### config.mk
export PLATFORM = sky130hd
export DESIGN_NAME = hs_fifo
export DESIGN_NICKNAME = d
export VERILOG_FILES = /design/src/rtl/hs_fifo.sv
export SDC_FILE = /design/constraint.sdc
export NUM_CORES = 1
export LEC_CHECK = 0
export ABC_AREA = 0
export CORE_MARGIN = 2
export CORE_UTILIZATION = 56
export CTS_BUF_LIST = sky130_fd_sc_hd__clkbuf_8
export CTS_CLUSTER_DIAMETER = 200
export CTS_CLUSTER_SIZE = 40
export DETAILED_ROUTE_END_ITERATION = 12
export GPL_TIMING_DRIVEN = 0
export PLACE_DENSITY_LB_ADDON = 0.2
export SETUP_SLACK_MARGIN = 0.15
export SYNTH_ARGS = -nofsm -noshare
export SYNTH_HDL_FRONTEND = slang
export SYNTH_SLANG_ARGS = --single-unit
export TNS_END_PERCENT = 10
### constraint.sdc
create_clock -name sys_clk -period 3.32 [get_ports sys_clk]
set_input_delay 0.498 -clock sys_clk [delete_from_list [all_inputs] [get_ports sys_clk]]
set_output_delay 0.498 -clock sys_clk [all_outputs]
set_load 0.05 [all_outputs]
### src/rtl/hs_fifo.sv
// ---------------------------------------------------------------------------
// hs_fifo -- synchronous first-word fall-through FIFO with valid/ready ports.
//
// Optional feature macro: HS_FIFO_STALL_CNT_EN
//   When defined, the 16-bit saturating upstream stall counter and its
//   stall_cnt port are built. When undefined, both are absent and the rest
//   of the block behaves identically.
//
// Parameters
//   WIDTH  data word width in bits
//   DEPTH  number of storage entries (power of two, >= 2)
//
// Ports
//   sys_clk    in   single clock, rising edge
//   rst        in   synchronous active-high reset
//   in_valid   in   upstream presents a word on in_data
//   in_ready   out  FIFO can accept a word this cycle
//   in_data    in   write data
//   out_valid  out  out_data holds the oldest stored word
//   out_ready  in   downstream accepts out_data this cycle
//   out_data   out  read data (first-word fall-through)
//   count      out  number of stored entries, 0..DEPTH
//   full       out  count == DEPTH
//   empty      out  count == 0
//   stall_cnt  out  upstream stall cycles, saturating (macro builds only)
//
// Handshake: a transfer happens on a rising edge where valid && ready are
// both high on that side. in_ready depends only on registered state and rst,
// and out_valid/out_data depend only on registered state, so neither side
// sees a combinational path from the other side's inputs. Once out_valid is
// high, out_valid and out_data hold until the word is popped.
// ---------------------------------------------------------------------------
module hs_fifo #(
    parameter int WIDTH = 3,
    parameter int DEPTH = 4
) (
    input  logic                     sys_clk,
    input  logic                     rst,
    input  logic                     in_valid,
    output logic                     in_ready,
    input  logic [WIDTH-1:0]         in_data,
    output logic                     out_valid,
    input  logic                     out_ready,
    output logic [WIDTH-1:0]         out_data,
    output logic [$clog2(DEPTH):0]   count,
    output logic                     full,
    output logic                     empty
`ifdef HS_FIFO_STALL_CNT_EN
    ,
    output logic [15:0]              stall_cnt
`endif
);

    localparam int AW = $clog2(DEPTH);
    localparam int PW = AW + 1;

    logic [PW-1:0]    wr_ptr_q, wr_ptr_d;
    logic [PW-1:0]    rd_ptr_q, rd_ptr_d;
    logic [PW-1:0]    count_q, count_d;
    logic [WIDTH-1:0] mem_q [DEPTH];

    logic ptr_full, ptr_empty;
    logic push, pop;

    // The extra pointer MSB tells a full buffer (same index, opposite lap)
    // from an empty one (identical pointers).
    assign ptr_empty = (wr_ptr_q == rd_ptr_q);
    assign ptr_full  = (wr_ptr_q[AW-1:0] == rd_ptr_q[AW-1:0]) &&
                       (wr_ptr_q[AW] != rd_ptr_q[AW]);

    // Gate the flags with rst so the port values are the reset values for
    // the whole time rst is high, including the cycle before its first edge.
    assign in_ready  = !ptr_full && !rst;
    assign full      = ptr_full && !rst;
    assign empty     = ptr_empty || rst;
    assign out_valid = !ptr_empty && !rst;
    assign out_data  = mem_q[rd_ptr_q[AW-1:0]];
    assign count     = count_q;

    assign push = in_valid && in_ready;
    assign pop  = out_valid && out_ready;

    always_comb begin
        wr_ptr_d = wr_ptr_q;
        rd_ptr_d = rd_ptr_q;
        count_d  = count_q;
        if (push) begin
            wr_ptr_d = wr_ptr_q + PW'(1);
        end
        if (pop) begin
            rd_ptr_d = rd_ptr_q + PW'(1);
        end
        if (push && !pop) begin
            count_d = count_q + PW'(1);
        end else if (pop && !push) begin
            count_d = count_q - PW'(1);
        end
    end

    always_ff @(posedge sys_clk) begin
        if (rst) begin
            wr_ptr_q <= '0;
            rd_ptr_q <= '0;
            count_q  <= '0;
        end else begin
            wr_ptr_q <= wr_ptr_d;
            rd_ptr_q <= rd_ptr_d;
            count_q  <= count_d;
        end
    end

    // Storage is deliberately not cleared by reset; the pointers alone
    // decide which entries are live.
    always_ff @(posedge sys_clk) begin
        if (push) begin
            mem_q[wr_ptr_q[AW-1:0]] <= in_data;
        end
    end

`ifdef HS_FIFO_STALL_CNT_EN
    logic [15:0] stall_cnt_q, stall_cnt_d;

    // A stall is an offered word that is refused outside reset.
    always_comb begin
        stall_cnt_d = stall_cnt_q;
        if (in_valid && !in_ready && (stall_cnt_q != 16'hFFFF)) begin
            stall_cnt_d = stall_cnt_q + 16'd1;
        end
    end

    always_ff @(posedge sys_clk) begin
        if (rst) begin
            stall_cnt_q <= '0;
        end else begin
            stall_cnt_q <= stall_cnt_d;
        end
    end

    assign stall_cnt = stall_cnt_q;
`endif

endmodule
Word-level counts from Yosys, hierarchy flattened:

Memories as Yosys holds them, arrays and structs flattened. A register that Yosys moved wholly into a read port is not among the register bits.
Index checks and enable logic that the tools add are counted.

* bits in registers: 9
* bits in latches: 0
* memory bits (writable): 12
* ROM bits: 0
* input bits: 7
* logic and storage cells: 32
* memories: 1

Memories
* mem_q: words 4, width 3, rd ports 1, clocked after memory_dff 1, write ports 1, RTL line 60 `logic [WIDTH-1:0] mem_q [DEPTH];`

* add/sub/neg operators: 4
* $mul: 0
* divide/modulo/power cells: 0
* magnitude comparators: 0
* eq/ne operators: 3
* shift operators: 0
* multiplexer cells: 6
* bitwise gates (word level): 0
* reductions and logical operators: 15

Operators with widths (count)
* 3-bit by 1-bit adder with 3-bit output, second input constant: 3
* 1-bit logical AND: 8
* 3-bit 2-to-1 mux: 2
* 1-bit logical NOT: 5
* 2-bit 2-to-1 mux: 2
* 3-bit == test: 1
* 3-bit by 1-bit subtractor with 3-bit output, second input constant: 1
* 2-bit == test: 1
* 1-bit 2-to-1 mux: 2
* 2-bit nonzero test: 1
* 1-bit logical OR: 1
* 1-bit != test: 1

Longest topological paths before layout:

* depth in word-level cells: 9
* gate-level depth with buffers: 10
* mapped depth without buffers: 9

Worst setup path after synthesis:

Ideal clock, no wire load.

* path type: input port to output port
* start point: input port rst
* end point: output port full
* arrival: 2418 ps
* required time: 2822 ps
* path slack: 404 ps
* stages: 3
* path buffers: 2
* cell sequence: clkbuf_1 > clkbuf_1 > nor4_1

* longest elaborated chain between the ends: 2

Ends and longest elaborated chain
* start, declared: RTL line 38 `input logic rst,`
* 1-bit logical NOT: RTL line 74 `assign full = ptr_full && !rst;`
* 1-bit logical AND: RTL line 74
* end, declared: RTL line 46 `output logic full,`

Every way passes these cells.

Worst setup path in the final report:

* start point: register wr_ptr_q[1]
* end point: output port empty

* longest elaborated chain between the ends: 2

Ends and longest elaborated chain
* start, declared: RTL line 57 `logic [PW-1:0] wr_ptr_q, wr_ptr_d;`
* start signal, assigned: RTL line 106 `wr_ptr_q <= wr_ptr_d;`
* 3-bit == test: RTL line 67 `assign ptr_empty = (wr_ptr_q == rd_ptr_q);`
* 1-bit logical OR: RTL line 75 `assign empty = ptr_empty || rst;`
* end, declared: RTL line 47 `output logic empty`

Every way passes these cells.

==> run metrics <==
status finished, final reports clean; Root Driver clkbuf_8; grt peak-use layer met2; row count 16; global route overflow 0; Worst-Skew Late Latency 0.25 ns; RSZ-0062 raised after global routing false; worst reg2reg path depth 10; routed length per instance 14.6 µm; die area 2560 µm²; I/O pin cnt 17; total wire length 2180 µm; Sw Share 40.5%; dpl ws 0.424 ns; initial drt markers 19; worst r2r src wr_ptr_q[1]; Post-DP HPWL 1690 µm; Fin Setup TNS 0 ns; P_leak 0.526 nW; most common cell in the netlist edfxtp_1; Main synth FF type edfxtp_1; met1 usage 25.8%; All-Layer GR Usage 20.0%; TritonCTS clock tree yes; initial antenna violation count 0; Tightest Pin Transition 0.670 ns; PwrDens 677 nW/µm²; max-slew violations 0; crit path from wr_ptr_q[1]; met2 Resource Use GR 32.9%; Initial Util 60.7%; Max IR drop VDD 0.541 mV; Net Count, Synth 118; Clk pin slew, worst setup/hold paths 0.07 ns; combinational share of power 44.7%; Reg-to-Reg End count[2]; largest net degree at the start of global routing 14; Psw 0.000397 W; Synth Area in Compound Gates 10.3%; post-synthesis async set-or-reset flop share 0%; Synth warnings 0; CTS resizes 0; fmax 343 MHz; ANT nets after route 0; HP Class flip-flop to flip-flop; DRC Markers 0; EDFF count, synth 12; simple-gate portion of the synthesized area 17.0%; CP endpoint kind primary output; DR vias 882; Final WS setup 0.404 ns; Area growth syn-to-layout 18.9%; CP Data Required Time 2.82 ns; CTS Hold Buffers Added 0; share of power burned in registers 38.7%; clk buf depth 2; synthesized area 1220 µm²; die height 50.6 µm; top post-synthesis cells by area edfxtp_1, dfxtp_1, ha_1, mux4_2, xor2_1; post-layout net count 138; Util after Layout 72.3%; Synth Area in Adders 7.82%; n_diodes 0; relative slew slack 55.0%; Synth Register Bits 23; Syn Area/Cell 11.7 µm²; first-pass GRT wire length 3770 µm; TritonRoute pass-1 iters 4; Clock Skew 0.000882 ns; max-capacitance violation count 0; post-CTS setup buffers 0; Worst R2R Setup Slack 0.71 ns; gpl congestion 0.864; clock network power share 16.6%; CTS Buf Count 3; Post-Synth XOR/XNOR Area 7.61%; distinct cell type count after synthesis 34; Crit Path Class flip-flop to primary output; endpoints failing setup 0; WP data arrival 2.42 ns; GR Util met3 2.08%; vias in the first global route 877; multiplexer area fraction after synthesis 6.38%; Final Cycle Share 87.8%; main combinational cell family by area after synthesis simple AND/OR/NAND/NOR gates; Max FO, Critical Path 8; biggest area consumer among synthesized cells edfxtp_1; Synth top area share 29.6%; clock tree sinks 23; CP endpoint empty; Tmin final 2.92 ns; layout cells sized above 1 9.76%; Power Internal 0.000582 W; die width 50.6 µm; crit start category flip-flop; Hold Vio Cnt, Final 0; fillcell total 152; Max H-tree Level 1; Buffers on Ports 15; sequential fraction of the synthesis area 47.7%; most instantiated cells after synthesis edfxtp_1, dfxtp_1, ha_1, inv_1, nand3_1; core footprint 2000 µm²; DR vias/cell 5.88; Post-Syn Instances 104
==> registers in the layout, summed over array words and instances, names as in the netlist, named ones only <==
register  flops
mem_q        12
count         3
rd_ptr_q      3
wr_ptr_q      3
==> layout make-up <==
class / count / area [µm²] / share of cell area (%)
buffer: 4 / 16.3 / 1.12
tap: 27 / 33.8 / 2.34
multi-input combinational: 71 / 597 / 41.3
clock buffer: 3 / 41.3 / 2.85
sequential: 23 / 581 / 40.1
clock inverter: 1 / 5.00 / 0.346
inverter: 6 / 22.5 / 1.56
timing repair buffer: 15 / 150 / 10.4
==> power by group through the flow <==
| stage | Sequential (W) | Combinational, W | Clock (W) |
|---|---|---|---|
| after floorplan | 0.000422 | 0.000275 | 0 |
| after global placement | 0.000385 | 0.000428 | 0 |
| after detailed placement | 0.000387 | 0.000435 | 0 |
| after CTS | 0.000380 | 0.000438 | 0.000169 |
| after global routing | 0.000386 | 0.000473 | 0.000176 |
| final | 0.000379 | 0.000438 | 0.000162 |
==> metal layers <==
layer | part of all wire, % | up-vias | routed length, µm
met5 | 0 | - | 0
met3 | 4.3 | 4 | 93
met1 | 43 | 414 | 930
li1 | - | 438 | -
met4 | 1.7 | 0 | 37
met2 | 51 | 26 | 1120
==> stage by stage <==
step | power, W | area, µm² | std cells | hold WS (ns)
floorplan | 0.000697 | 1220 | 104 | 0.597
global placement | 0.000813 | 1400 | 146 | 0.464
detailed placement | 0.000823 | 1400 | 146 | 0.487
CTS | 0.000987 | 1450 | 150 | 0.498
global route | 0.00103 | 1450 | 150 | 0.528
finish | 0.000979 | 1450 | 150 | 0.490
==> worst min-delay path by stage <==
stage                           from     endpoint  cells after the start
after detailed placement    count[2]     count[2]                      2
final                       count[2]     count[2]                      2
after floorplan           in_data[0]  mem_q[0][0]                      0
after global placement      count[2]     count[2]                      2
after CTS                   count[2]     count[2]                      2
after global routing        count[2]     count[2]                      2
==> cell usage in the layout, fill, tap and decap left out <==
| cell | count |
|---|---|
| clkdlybuf4s50_1 | 15 |
| fa_1 | 1 |
| nor2b_1 | 2 |
| a22oi_1 | 2 |
| or3_1 | 1 |
| and2_1 | 4 |
| nor3b_1 | 2 |
| dfxtp_1 | 11 |
| edfxtp_1 | 12 |
| a41oi_1 | 2 |
| xnor2_1 | 1 |
| o211ai_1 | 2 |
| clkinv_2 | 1 |
| mux2i_1 | 1 |
| nand4bb_1 | 2 |
| a31oi_1 | 2 |
| o21ai_0 | 4 |
| inv_1 | 6 |
| nand2b_1 | 1 |
| buf_2 | 1 |
| a21oi_1 | 5 |
| a311oi_2 | 1 |
| o21ai_1 | 1 |
| nand3_1 | 6 |
| xnor2_2 | 2 |
| nand4_1 | 4 |
| nand3b_1 | 1 |
| clkbuf_8 | 3 |
| or4_1 | 2 |
| nor4_1 | 3 |
| ha_1 | 6 |
| xor2_2 | 1 |
| mux4_2 | 3 |
| or2b_1 | 1 |
| nor2_1 | 4 |
| clkbuf_1 | 3 |
| xor2_1 | 4 |
==> critical path, cell delays in order (launching register included) <==
cell	delay, ns
dfxtp_1	0.33
buf_2	0.17
xnor2_1	0.57
a31oi_1	0.21
inv_1	0.09
clkdlybuf4s50_1	0.80
==> cells by family (layout without fill, tap and decap cells) <==
logic type,count (synthesis),in the layout
flops,23,23
simple gates,33,33
fa+ha+maj,7,7
mux,4,4
buf+inv,10,29
compound gates,19,19
xor+xnor,8,8
No activity file was read; power rests on OpenSTA's default activity.
